File: config.mk
export PLATFORM = sky130hd
export DESIGN_NAME = node_readout
export DESIGN_NICKNAME = d
export VERILOG_FILES = /design/src/rtl/fdn_pkg.sv /design/src/rtl/fdn_snapshot_bank.sv /design/src/rtl/node_readout.sv
export SDC_FILE = /design/constraint.sdc
export NUM_CORES = 1
export LEC_CHECK = 0
export CELL_PAD_IN_SITES_DETAIL_PLACEMENT = 1
export CELL_PAD_IN_SITES_GLOBAL_PLACEMENT = 1
export CORE_MARGIN = 8
export CORE_UTILIZATION = 43
export CTS_BUF_LIST = sky130_fd_sc_hd__clkbuf_8
export DETAILED_ROUTE_END_ITERATION = 8
export PLACE_DENSITY = 0.9
export SKIP_LAST_GASP = 1
export SLEW_MARGIN = 20
export SYNTH_ARGS = -nofsm -noshare
export SYNTH_HDL_FRONTEND = slang
export SYNTH_SLANG_ARGS = --single-unit
File: constraint.sdc
create_clock -name clk -period 2.9 [get_ports clk]
set_input_delay 0.725 -clock clk [delete_from_list [all_inputs] [get_ports clk]]
set_output_delay 0.725 -clock clk [all_outputs]
set_load 0.02 [all_outputs]
File: src/rtl/fdn_pkg.sv
// Shared FDN definitions: datapath word width, readout FSM states and index-width helper.
package fdn_pkg;

    localparam int WORD_W = 18;

    typedef enum logic [0:0] {
        RD_IDLE   = 1'b0,
        RD_STREAM = 1'b1
    } rd_state_e;

    // Index width for a node count; never below one bit so a 1-bit port still exists.
    function automatic int idx_w(input int n);
        return (n > 1) ? $clog2(n) : 1;
    endfunction

endpackage

File: src/rtl/fdn_snapshot_bank.sv
// Snapshot storage for all node values plus the word read mux.
module fdn_snapshot_bank
    import fdn_pkg::*;
#(
    parameter int NUM_NODES = 16,
    parameter int IDX_W     = 4
) (
    input  logic                        clk,
    input  logic                        reset,
    input  logic                        load,
    input  logic [WORD_W*NUM_NODES-1:0] din,
    input  logic [IDX_W-1:0]            idx,
    output logic [WORD_W-1:0]           dout
);

    logic [NUM_NODES-1:0][WORD_W-1:0] mem_q, mem_d;

    always_comb begin
        mem_d = mem_q;
        if (load) mem_d = din;
    end

    always_ff @(posedge clk or negedge reset) begin
        if (!reset) mem_q <= '0;
        else        mem_q <= mem_d;
    end

    assign dout = mem_q[idx];

endmodule

File: src/rtl/node_readout.sv
// Decimating snapshot readout: captures all node values on a grid step and streams them out.
module node_readout
    import fdn_pkg::*;
#(
    parameter int NUM_NODES  = 16,
    parameter int SAMPLE_DIV = 1,
    parameter int TAP_IDX    = NUM_NODES / 2
) (
    input  logic                          clk,
    input  logic                          reset,
    input  logic [WORD_W*NUM_NODES-1:0]   u_bus,
    input  logic                          valid_in,
    input  logic                          tap_only,
    output logic [WORD_W-1:0]             out_data,
    output logic [idx_w(NUM_NODES)-1:0]   out_node,
    output logic                          out_last,
    output logic                          out_valid,
    input  logic                          out_ready,
    output logic [15:0]                   drop_count
);

    localparam int IDX_W = idx_w(NUM_NODES);
    localparam logic [IDX_W-1:0] LAST_IDX = IDX_W'(NUM_NODES - 1);
    localparam logic [IDX_W-1:0] TAP_I    = IDX_W'(TAP_IDX);
    localparam logic [15:0]      DIV_TOP  = 16'(SAMPLE_DIV - 1);

    rd_state_e        state_q, state_d;
    logic [15:0]      dec_q, dec_d;
    logic [IDX_W-1:0] idx_q, idx_d;
    logic             tap_q, tap_d;
    logic [15:0]      drop_q, drop_d;
    logic             load;
    logic             capture;
    logic             hs;
    logic             last;
    logic [WORD_W-1:0] word;

    fdn_snapshot_bank #(
        .NUM_NODES(NUM_NODES),
        .IDX_W    (IDX_W)
    ) u_bank (
        .clk  (clk),
        .reset(reset),
        .load (load),
        .din  (u_bus),
        .idx  (idx_q),
        .dout (word)
    );

    assign capture = valid_in && (dec_q == 16'd0);
    assign last    = tap_q || (idx_q == LAST_IDX);
    assign hs      = (state_q == RD_STREAM) && out_ready;

    always_comb begin
        dec_d   = dec_q;
        state_d = state_q;
        idx_d   = idx_q;
        tap_d   = tap_q;
        drop_d  = drop_q;
        load    = 1'b0;

        if (valid_in) dec_d = (dec_q >= DIV_TOP) ? 16'd0 : dec_q + 16'd1;

        // A capture is accepted when idle or exactly on the final handshake (back-to-back frames).
        if (state_q == RD_IDLE || (hs && last)) begin
            if (capture) begin
                load    = 1'b1;
                tap_d   = tap_only;
                idx_d   = tap_only ? TAP_I : '0;
                state_d = RD_STREAM;
            end else if (state_q == RD_STREAM) begin
                state_d = RD_IDLE;
                idx_d   = '0;
            end
        end else begin
            if (hs) idx_d = idx_q + 1'b1;
            if (capture && drop_q != 16'hFFFF) drop_d = drop_q + 16'd1;
        end
    end

    always_ff @(posedge clk or negedge reset) begin
        if (!reset) begin
            state_q <= RD_IDLE;
            dec_q   <= '0;
            idx_q   <= '0;
            tap_q   <= 1'b0;
            drop_q  <= '0;
        end else begin
            state_q <= state_d;
            dec_q   <= dec_d;
            idx_q   <= idx_d;
            tap_q   <= tap_d;
            drop_q  <= drop_d;
        end
    end

    assign out_valid  = (state_q == RD_STREAM);
    assign out_last   = out_valid && last;
    assign out_data   = out_valid ? word : '0;
    assign out_node   = out_valid ? idx_q : '0;
    assign drop_count = drop_q;

endmodule

==> run_results.csv <==
group,metric,value,unit
layout,post_route_cells_drive_above_1_share,0.416,
worst_setup_path,worst-r2r-setup-slack,0.32,ns
placed_design,numPortBuffers,332,
worst_setup_path,reg2reg_from,"idx_q[0]$_DFFE_PN0P_",
timing,max_freq,307,MHz
clock_tree,path_clk_slew,0.06,ns
route,detail_route.iter0.violations,521,
timing,slew_headroom,0.532,
job,maxCapViolations,0,
placed_design,finalWeightedCongestion,0.835,
worst_setup_path,timing.critical_path.to_type,"primary output",
timing,final.period_utilization,1.12,
timing,finalHoldViolations,0,
clock_tree,cts_sinks,310,
worst_setup_path,timing.critical_path.fanout_max,4,
global_route,global_route.usage.total,0.251,
placed_design,post-place-ws,-0.184,ns
synth,synth_edf_count,0,
synth,synth_area,14100,sq um
timing,final.setup_skew,0.0221,ns
die,floorplan.initialDensity,0.434,
timing,fin_ws,-0.353,ns
layout,fin_nets,1573,
route,route.final.wire_length,49100,um
timing,finalMaxSlewViolations,0,
synth,synthTopCellsByArea,"sky130_fd_sc_hd__dfrtp_1 55%, sky130_fd_sc_hd__mux2_2 23%, sky130_fd_sc_hd__mux4_2 12%",
synth,yosysSeqAreaShare,0.552,
clock_tree,ctsHoldBuffers,0,
worst_setup_path,worst-endpoint-arrival,2.53,ns
synth,synth_flop_cell,"sky130_fd_sc_hd__dfrtp_1",
outcome,status,"finished with violations",
timing,finalWorstPathRequiredPeriod,3.25,ns
synth,async_s_r_ff_share_synth,1.00,
synth,synth.yosys.warnings,0,
worst_setup_path,worstSetupStartpoint,"idx_q[0]$_DFFE_PN0P_",
pwr,total_power,22.1,mW
placed_design,place.detailed.hpwl,36600,um
global_route,first_pass_grt_wire_length,72600,um
pwr,ir_worst_vdd,0.630,mV
timing,finalSetupViolCount,19,
route,vias,9628,
timing,finalHoldWorstSlack,0.133,ns
worst_setup_path,startpoint_type,"register",
clock_tree,cts.path.max_buffers,3,
clock_tree,htree_num_levels,2,
synth,ys_types,38,
die,core_area,32400,sq um
clock_tree,cts_root_buf,"sky130_fd_sc_hd__clkbuf_8",
timing,tightestPinTransition,0.697,ns
worst_setup_path,critPathRequiredTime,2.17,ns
timing,unrepaired_setup_endpoints_after_global_routing,"true",
layout,area_growth_syn_to_layout,39.3,%
die,die_area,38700,sq um
synth,post-synth-top-area-cell,"sky130_fd_sc_hd__dfrtp_1",
pwr,power-per-cell-area,1130,nW/um^2
global_route,grt_antenna_before_repair,8,
die,die_height,197,um
layout,postLayoutCoreUtil,0.605,
worst_hold_path,holdCritPathClass,"in -> async",
synth,syn_inst,880,
route,remaining_number_of_nets_flagged_by_the_antenna_check_after_routing,0,
worst_setup_path,critPathKind,"reg -> out",
clock_tree,cts_tree,"done",
global_route,grt.overflow.total,0,
global_route,first_global_vias,11400,
synth,post_synth.cell_area_avg,16.0,sq um
synth,post-synth-top-area-fraction,0.552,
synth,syn-num-nets,1175,
route,route.detailed.drc,0,
route,avgRoutedWirePerCell,27.9,um
route,first_pass_iters,5,
outcome,failed_checks,"negative setup slack",
route,detail_route.vias_per_cell,5.46,
timing,final.setup.tns,-5.17,ns
die,fp.dieW,197,um
synth,seq_cells_post_synth,310,
clock_tree,clk-insertion-delay-late,0.57,ns
die,number_of_standard_cell_rows_in_the_floorplan,66,
pwr,p_leak,7.94,nW
global_route,grt_max_degree,72,
die,floorplan.io_pins,333,
worst_setup_path,r2r-end,"u_bank.mem_q[117]$_DFFE_PN0P_",
clock_tree,tritoncts.num_buffers,53,
worst_setup_path,timing.reg2reg.worst_path_depth,9,
==> registers in the layout (all words and copies together), names as in the netlist <==
name          cells
u_bank.mem_q    288
idx_q             4
out_valid         1
tap_q             1
drop_count       16
==> per-stage QoR <==
stage / area (sq um) / std cells
floorplan: 14100 / 880
global placement: 18300 / 1649
detailed placement: 18300 / 1649
CTS: 19500 / 1753
global route: 19600 / 1764
finish: 19600 / 1764
==> cell usage after synthesis, types with 6 or more instances <==
library cell / n
sky130_fd_sc_hd__nand2_1: 10
sky130_fd_sc_hd__nor2_1: 6
sky130_fd_sc_hd__nand4_1: 6
sky130_fd_sc_hd__inv_1: 6
sky130_fd_sc_hd__buf_2: 32
sky130_fd_sc_hd__dfrtp_1: 310
sky130_fd_sc_hd__mux4_2: 72
sky130_fd_sc_hd__xnor2_1: 13
sky130_fd_sc_hd__mux2_2: 290
sky130_fd_sc_hd__mux2i_1: 38
sky130_fd_sc_hd__clkbuf_1: 9
sky130_fd_sc_hd__buf_4: 16
sky130_fd_sc_hd__o22ai_1: 19
==> routing by layer <==
layer / up-vias / track usage / share of wire
met5: - / 0 / 0
met4: 0 / 0.122 / 0.043
met1: 5053 / 0.291 / 0.37
met2: 349 / 0.429 / 0.52
li1: 4115 / - / -
met3: 111 / 0.0660 / 0.068
==> cells in the final DEF (no fill, tap or decap), types with 4 or more instances in the layout <==
master	netlist	routed
sky130_fd_sc_hd__and2_1	5	5
sky130_fd_sc_hd__buf_12	0	22
sky130_fd_sc_hd__buf_4	16	60
sky130_fd_sc_hd__buf_6	1	4
sky130_fd_sc_hd__clkbuf_8	0	65
sky130_fd_sc_hd__clkdlybuf4s50_1	0	310
sky130_fd_sc_hd__dfrtp_1	310	307
sky130_fd_sc_hd__diode_2	0	8
sky130_fd_sc_hd__inv_1	6	27
sky130_fd_sc_hd__mux2_2	290	290
sky130_fd_sc_hd__mux2i_1	38	29
sky130_fd_sc_hd__mux2i_2	0	7
sky130_fd_sc_hd__mux4_2	72	72
sky130_fd_sc_hd__nand2_1	10	10
sky130_fd_sc_hd__nand3_1	5	5
sky130_fd_sc_hd__nand4_1	6	6
sky130_fd_sc_hd__nor2_1	6	6
sky130_fd_sc_hd__o2111ai_1	4	4
sky130_fd_sc_hd__o211ai_1	4	4
sky130_fd_sc_hd__o22ai_1	19	17
sky130_fd_sc_hd__xnor2_1	13	13
==> logic make-up after synthesis <==
group,synth area share
AO/OA/AOI/OAI,0.0204
XOR/XNOR,0.00810
AND/OR/NAND/NOR,0.0174
buffers and inverters,0.0261
adder cells (fa/ha/maj),0.00178
flip-flops,0.552
multiplexers,0.375
==> how the worst max path moves through the flow <==
| stage | end | slack [ns] | cells after the start |
|---|---|---|---|
| finish | out_data[13] | -0.35 | 7 |
| global placement | out_data[9] | -0.17 | 5 |
| global route | out_data[9] | -0.42 | 7 |
| detailed placement | out_data[3] | -0.18 | 6 |
| CTS | out_data[0] | -0.38 | 8 |
| floorplan | out_data[0] | 0.42 | 6 |
==> critical path, cell delays in order (launching register included) <==
cell and delay (ns):
sky130_fd_sc_hd__dfrtp_4 0.49, sky130_fd_sc_hd__buf_4 0.17, sky130_fd_sc_hd__buf_4 0.15, sky130_fd_sc_hd__mux4_2 0.52, sky130_fd_sc_hd__mux2i_2 0.21, sky130_fd_sc_hd__buf_4 0.16, sky130_fd_sc_hd__o22ai_2 0.09, sky130_fd_sc_hd__buf_6 0.15
==> report_power, final <==
group / internal (mW) / total, mW / switching, mW
logic: 5.79 / 10.3 / 4.55
clock network: 2.01 / 3.79 / 1.78
registers: 6.50 / 7.93 / 1.43
total: 14.3 / 22.1 / 7.75
==> cell type report <==
class	instances	area, sq um
Fill cell	3053	12800
Sequential cell	310	7770
Multi-Input combinational cell	501	6020
Timing Repair Buffer	406	4200
Clock buffer	65	895
Tap cell	442	553
Clock inverter	26	114
Inverter	6	22.5
Antenna cell	8	20.0
==> repair_timing <==
item	4_1_cts	5_1_grt
resized for setup	119	16
pin swaps	1	4
endpoints found under the setup margin	20	20
cloned	3	1
buffers inserted	11	4
No activity file was read; power rests on OpenSTA's default activity.
